==> src/rtl/cpu_run_ctrl_pkg.sv <==
// Shared run-state encoding for the core run-state controller.
// The state value is exported on a port, so the encoding is fixed.
package cpu_run_ctrl_pkg;

    localparam int STATE_W = 2;

    typedef enum logic [STATE_W-1:0] {
        RUN   = 2'd0,
        SLEEP = 2'd1,
        WAKE  = 2'd2,
        HALT  = 2'd3
    } run_state_t;

endpackage

==> src/rtl/cpu_run_ctrl_clk_en_divider.sv <==
// Clock-enable divider: one-cycle clk_en pulse every div_val+1 cycles.
// Latency: pulse is registered, first pulse div_val+1 edges after reset.
// No backpressure; free-running, div_val compared live so it never wraps.
module clk_en_divider #(
    parameter int DIV_W = 32
) (
    input  logic             clk,
    input  logic             rst_n,
    input  logic [DIV_W-1:0] div_val,
    output logic             clk_en
);

    localparam logic [DIV_W-1:0] CNT_ONE = {{(DIV_W-1){1'b0}}, 1'b1};

    logic [DIV_W-1:0] cnt;

    // >= rather than == so a lowered div_val forces a pulse instead of wrapping
    always_ff @(posedge clk or negedge rst_n) begin
        if (!rst_n) begin
            cnt    <= '0;
            clk_en <= 1'b0;
        end else if (cnt >= div_val) begin
            cnt    <= '0;
            clk_en <= 1'b1;
        end else begin
            cnt    <= cnt + CNT_ONE;
            clk_en <= 1'b0;
        end
    end

endmodule

==> src/rtl/cpu_run_ctrl.sv <==
// Core run-state controller: RUN/SLEEP/WAKE/HALT, pipeline freeze and EPC source select.
// Latency: state and registered outputs update one edge after a clk_en tick.
// No backpressure; events are sampled only on clk_en ticks.
module cpu_run_ctrl
    import cpu_run_ctrl_pkg::*;
#(
    parameter int NUM_IRQ  = 16,
    parameter int PC_W     = 32,
    parameter int DIV_W    = 32,
    parameter int CNT_W    = 32,
    parameter int WAKE_LAT = 2
) (
    input  logic               clk,
    input  logic               rst_n,
    input  logic [DIV_W-1:0]   div_val,
    input  logic               halt_req,
    input  logic               sleep_req,
    input  logic [PC_W-1:0]    sleep_pc_in,
    input  logic [NUM_IRQ-1:0] irq,
    input  logic [NUM_IRQ-1:0] wake_mask,
    input  logic               irq_taken,
    input  logic               resume,
    output logic               clk_en,
    output logic               stall_all,
    output logic               halted,
    output logic               sleeping,
    output logic [PC_W-1:0]    sleep_pc,
    output logic               wake_pending,
    output logic [CNT_W-1:0]   sleep_cycles,
    output logic [STATE_W-1:0] state
);

    localparam int WCNT_W = (WAKE_LAT > 1) ? $clog2(WAKE_LAT) : 1;
    localparam logic [WCNT_W-1:0] WCNT_INIT = (WAKE_LAT > 0) ? WCNT_W'(WAKE_LAT - 1) : '0;
    localparam logic [WCNT_W-1:0] WCNT_ONE  = WCNT_W'(1);
    localparam logic [CNT_W-1:0]  CYC_ONE   = CNT_W'(1);

    run_state_t        state_q, state_d;
    logic [PC_W-1:0]   sleep_pc_d;
    logic              pend_d;
    logic [CNT_W-1:0]  cyc_d;
    logic [WCNT_W-1:0] wcnt_q, wcnt_d;

    clk_en_divider #(.DIV_W(DIV_W)) u_div (
        .clk     (clk),
        .rst_n   (rst_n),
        .div_val (div_val),
        .clk_en  (clk_en)
    );

    always_ff @(posedge clk or negedge rst_n) begin
        if (!rst_n) begin
            state_q      <= RUN;
            sleep_pc     <= '0;
            wake_pending <= 1'b0;
            sleep_cycles <= '0;
            wcnt_q       <= '0;
        end else begin
            state_q      <= state_d;
            sleep_pc     <= sleep_pc_d;
            wake_pending <= pend_d;
            sleep_cycles <= cyc_d;
            wcnt_q       <= wcnt_d;
        end
    end

    always_comb begin
        state_d    = state_q;
        sleep_pc_d = sleep_pc;
        pend_d     = wake_pending;
        cyc_d      = sleep_cycles;
        wcnt_d     = wcnt_q;
        if (clk_en) begin
            case (state_q)
                RUN: begin
                    if (halt_req) begin
                        state_d = HALT;
                    end else if (sleep_req) begin
                        state_d    = SLEEP;
                        sleep_pc_d = sleep_pc_in;
                        cyc_d      = '0;
                    end
                end
                SLEEP: begin
                    if (halt_req) begin
                        state_d = HALT;
                    end else begin
                        if (sleep_cycles != '1) begin
                            cyc_d = sleep_cycles + CYC_ONE;
                        end
                        if (|(irq & wake_mask)) begin
                            pend_d = 1'b1;
                            if (WAKE_LAT > 0) begin
                                state_d = WAKE;
                                wcnt_d  = WCNT_INIT;
                            end else begin
                                state_d = RUN;
                            end
                        end
                    end
                end
                WAKE: begin
                    if (halt_req) begin
                        state_d = HALT;
                    end else if (wcnt_q == '0) begin
                        state_d = RUN;
                    end else begin
                        wcnt_d = wcnt_q - WCNT_ONE;
                    end
                end
                HALT: begin
                    if (resume) begin
                        state_d = RUN;
                    end
                end
                default: state_d = RUN;
            endcase
            // the handler entry retires the pending flag even if a wake lands on the same tick
            if (irq_taken) begin
                pend_d = 1'b0;
            end
        end
    end

    assign state     = state_q;
    assign stall_all = (state_q != RUN);
    assign halted    = (state_q == HALT);
    assign sleeping  = (state_q == SLEEP) || (state_q == WAKE);

endmodule

==> config.mk <==
export PLATFORM = sky130hd
export DESIGN_NAME = cpu_run_ctrl
export DESIGN_NICKNAME = d
export VERILOG_FILES = /design/src/rtl/cpu_run_ctrl_pkg.sv /design/src/rtl/cpu_run_ctrl_clk_en_divider.sv /design/src/rtl/cpu_run_ctrl.sv
export SDC_FILE = /design/constraint.sdc
export NUM_CORES = 1
export LEC_CHECK = 0
export ABC_CLOCK_PERIOD_IN_PS = 3650
export CAP_MARGIN = 20
export CORE_MARGIN = 1.5
export CORE_UTILIZATION = 50
export DETAILED_ROUTE_END_ITERATION = 8
export GPL_TIMING_DRIVEN = 0
export PLACE_DENSITY = 0.88
export SETUP_SLACK_MARGIN = 0.5
export SLEW_MARGIN = 20
export SYNTH_ARGS = -nofsm -noshare
export SYNTH_HDL_FRONTEND = slang
export SYNTH_HIERARCHICAL = 1
export SYNTH_SLANG_ARGS = --single-unit
==> constraint.sdc <==
create_clock -name clk -period 3.65 [get_ports clk]
set_input_delay 0.73 -clock clk [delete_from_list [all_inputs] [get_ports clk]]
set_output_delay 0.73 -clock clk [all_outputs]
set_load 0.01 [all_outputs]
==> results.cfg <==
[cts]
cts_buffers = 9
cts_buffer_depth = 2
clock_sinks = 101
cts-root-buf = clkbuf_16
htree_levels = 3
cts_tree = yes
clk_latency_ns = 0.35
clk_pin_slew_ns = 0.07

[timing]
tightestPinTransition_ns = 0.734
fin_crit_ns = 2.99
post-route-period-util_pct = 82.0
rsz0062_at_grt = true
slew_viol_final = 0
relSlewSlack_pct = 50.9
max_freq_ghz = 0.334
fin_skew_ns = 0.00706
finalSetupTns_ns = 0
final-setup-viol-count = 0
hold_viol = 0

[pwr]
leakage_nw = 3.64
ir_drop_uv = 346
power_density_mw_per_mm2 = 440

[synth]
netlist_area_mm2 = 0.00593
ys_ff_latch = 101
async_reset_ff_share_pct = 100
synth-edff-count = 0
yosysSeqAreaShare_pct = 42.6
synth.top_cell.area_share_pct = 42.6
postSynthCellCount = 599
ys.flop_type = dfrtp_1
ys_warn_count = 6
syn_nets = 739
yosysUniqueCellTypes = 60
synth_area_per_cell_um2 = 9.90
yosysTopAreaCell = dfrtp_1
synth.area.top_cells = dfrtp_1 (43%), ha_1 (8.0%), mux2_2 (6.3%)

[cells_and_area]
layout.nets = 925
final_common_cell = clkdlybuf4s50_1
multi_input_area_mm2 = 0.00313
seqCellArea_mm2 = 0.00253
nFillCells = 822
final_area_mm2 = 0.00819
mostFrequentLayoutCells = clkdlybuf4s50_1 (171), dfrtp_1 (101), nor3_1 (45)
area_growth_pct = 38.0
n_antenna_cell = 0
layout-drive-gt1-share_pct = 8.99

[setup_path]
cp_slowest_cell = or4_1
setup.worst_path.end_class = flop
critPathMaxFanout = 10
startpoint_type = primary input
r2r_start = state[1]
r2r_slack_ns = 1.03
worstRegToRegCells = 8
slowest_delay_ns = 0.55
crit_chain = clkdlybuf4s50_1, inv_1, ha_1, nand4_1, or4_1, o32a_1, a211oi_4, buf_6, nor3_1
r2r_end = sleep_cycles[30]
required_ns = 3.86
critical_path_class = in -> reg
crit_arrival_ns = 3.20

[global_routing]
grt_usage_pct = 26.7
grt_max_degree = 85
first_global_vias = 5654
antenna_found_initial = 0
grt_pass1_wl_mm = 26.9
grt_overflow = 0

[place]
placed_area_mm2 = 0.00786
dp_hpwl_mm = 12.4
numPortBuffers = 172
gp_congestion = 0.956

[floorplan]
fp.dieH_um = 112
initial_utilization_pct = 51.5
coreArea_mm2 = 0.0115
dieArea_mm2 = 0.0125
num_io_pins = 173
rows = 39
die_w_um = 112

[route]
drt_iter0_drc = 294
num_vias = 5423
post_drt_wl_per_cell_um = 17.4
drc = 14
viasPerCell = 5.81
ant_nets = 0
drt_first_pass_iters = 8
routed_wl_mm = 16.3

[outcome]
failed_checks = design-rule violations
status = finished, violations left

[worst_hold_path]
worstHoldPathType = in -> async

[job]
max-cap-violations = 0
## logic make-up after synthesis
logic type	after synthesis	synth area share (%)
DFF	101	42.6
adders and majority gates	38	8.02
AOI/OAI and AO/OA	91	11.1
muxes	37	6.94
buffers and inverters	65	4.68
xor gates and xnor gates	39	5.76
and+or+nand+nor	228	20.8
## flip-flops by register name, summed over array words and instances, names as in the netlist
name,count
wcnt_q,1
sleep_cycles,32
state,2
u_div/cnt,32
wake_pending,1
sleep_pc,32
u_div/clk_en,1
## worst max-delay path by stage
stage	start	end	slack, ns
after floorplan	div_val[15]	u_div/cnt[10]	0.94
after detailed placement	div_val[13]	u_div/cnt[3]	0.25
after global routing	div_val[23]	u_div/cnt[29]	0.48
after global placement	rst_n	u_div/cnt[27]	-1.76
final	div_val[13]	u_div/cnt[29]	0.66
after CTS	div_val[13]	u_div/cnt[13]	0.59
## where the power goes
part / switching [W] / internal, W / leakage, nW
combinational: 0.000463 / 0.000607 / 2.15
clock: 0.000441 / 0.000555 / 0.142
sequential: 0.000217 / 0.00132 / 1.36
## critical path, delay by kind of cell
kind,cells,cell delay (ns)
simple gates,3,0.76
buf+inv,3,0.71
compound gates,2,0.70
fa+ha+maj,1,0.30
## cell usage after synthesis (4+ instances only)
cell and n:
a221oi_1 5, mux2i_1 4, xor2_1 12, nand2b_1 5, and4_1 8, nand2_1 42, nor4_1 9, nor2_1 31
clkbuf_1 12, o21ai_0 18, nor3_1 45, ha_1 38, nand4_1 12, mux2_2 33, and3_1 12, xnor2_1 27
inv_1 43, a21oi_1 17, and2_1 5, dfrtp_1 101, nand3_1 34, a21o_1 8, o31ai_1 4, a22o_1 16
## cell type report
cell class              instances  share of cell area, %
multi-input cells             433                   38.2
well taps                     143                   2.19
plain buffers                  22                   1.44
clock inverters                 6                  0.856
flip-flops and latches        101                   30.9
repair buffers                175                   21.6
clock buffers                  10                   2.92
inverters                      43                   1.97
## layer usage
metal  up-vias  share of wire, %  GRT usage (%)
met5         -                 0              0
met4         0               2.5           9.83
met3        43               6.3           5.28
met2       241                53           50.0
met1      2605                38           30.1
li1       2534                 -              -
## timing repair
action	4_1_cts	5_1_grt
setup endpoints to repair	0	30
hold buffers	0	0
setup buffers	0	2
gates resized for setup	0	2
## metrics by stage
step / instances / setup slack, ns / util, % / hold slack [ns] / total power [W]
2_1_floorplan: 599 / 0.943 / - / 0.434 / 0.00203
3_3_place_gp: 914 / -1.76 / 68.0 / 0.489 / 0.00254
3_5_place_dp: 915 / 0.254 / 68.3 / 0.492 / 0.00262
4_1_cts: 931 / 0.592 / 70.9 / 0.203 / 0.00362
5_1_grt: 933 / 0.484 / 71.1 / 0.208 / 0.00379
6_report: 933 / 0.656 / 71.1 / 0.203 / 0.00360
Power figures use the tool's default switching activity.
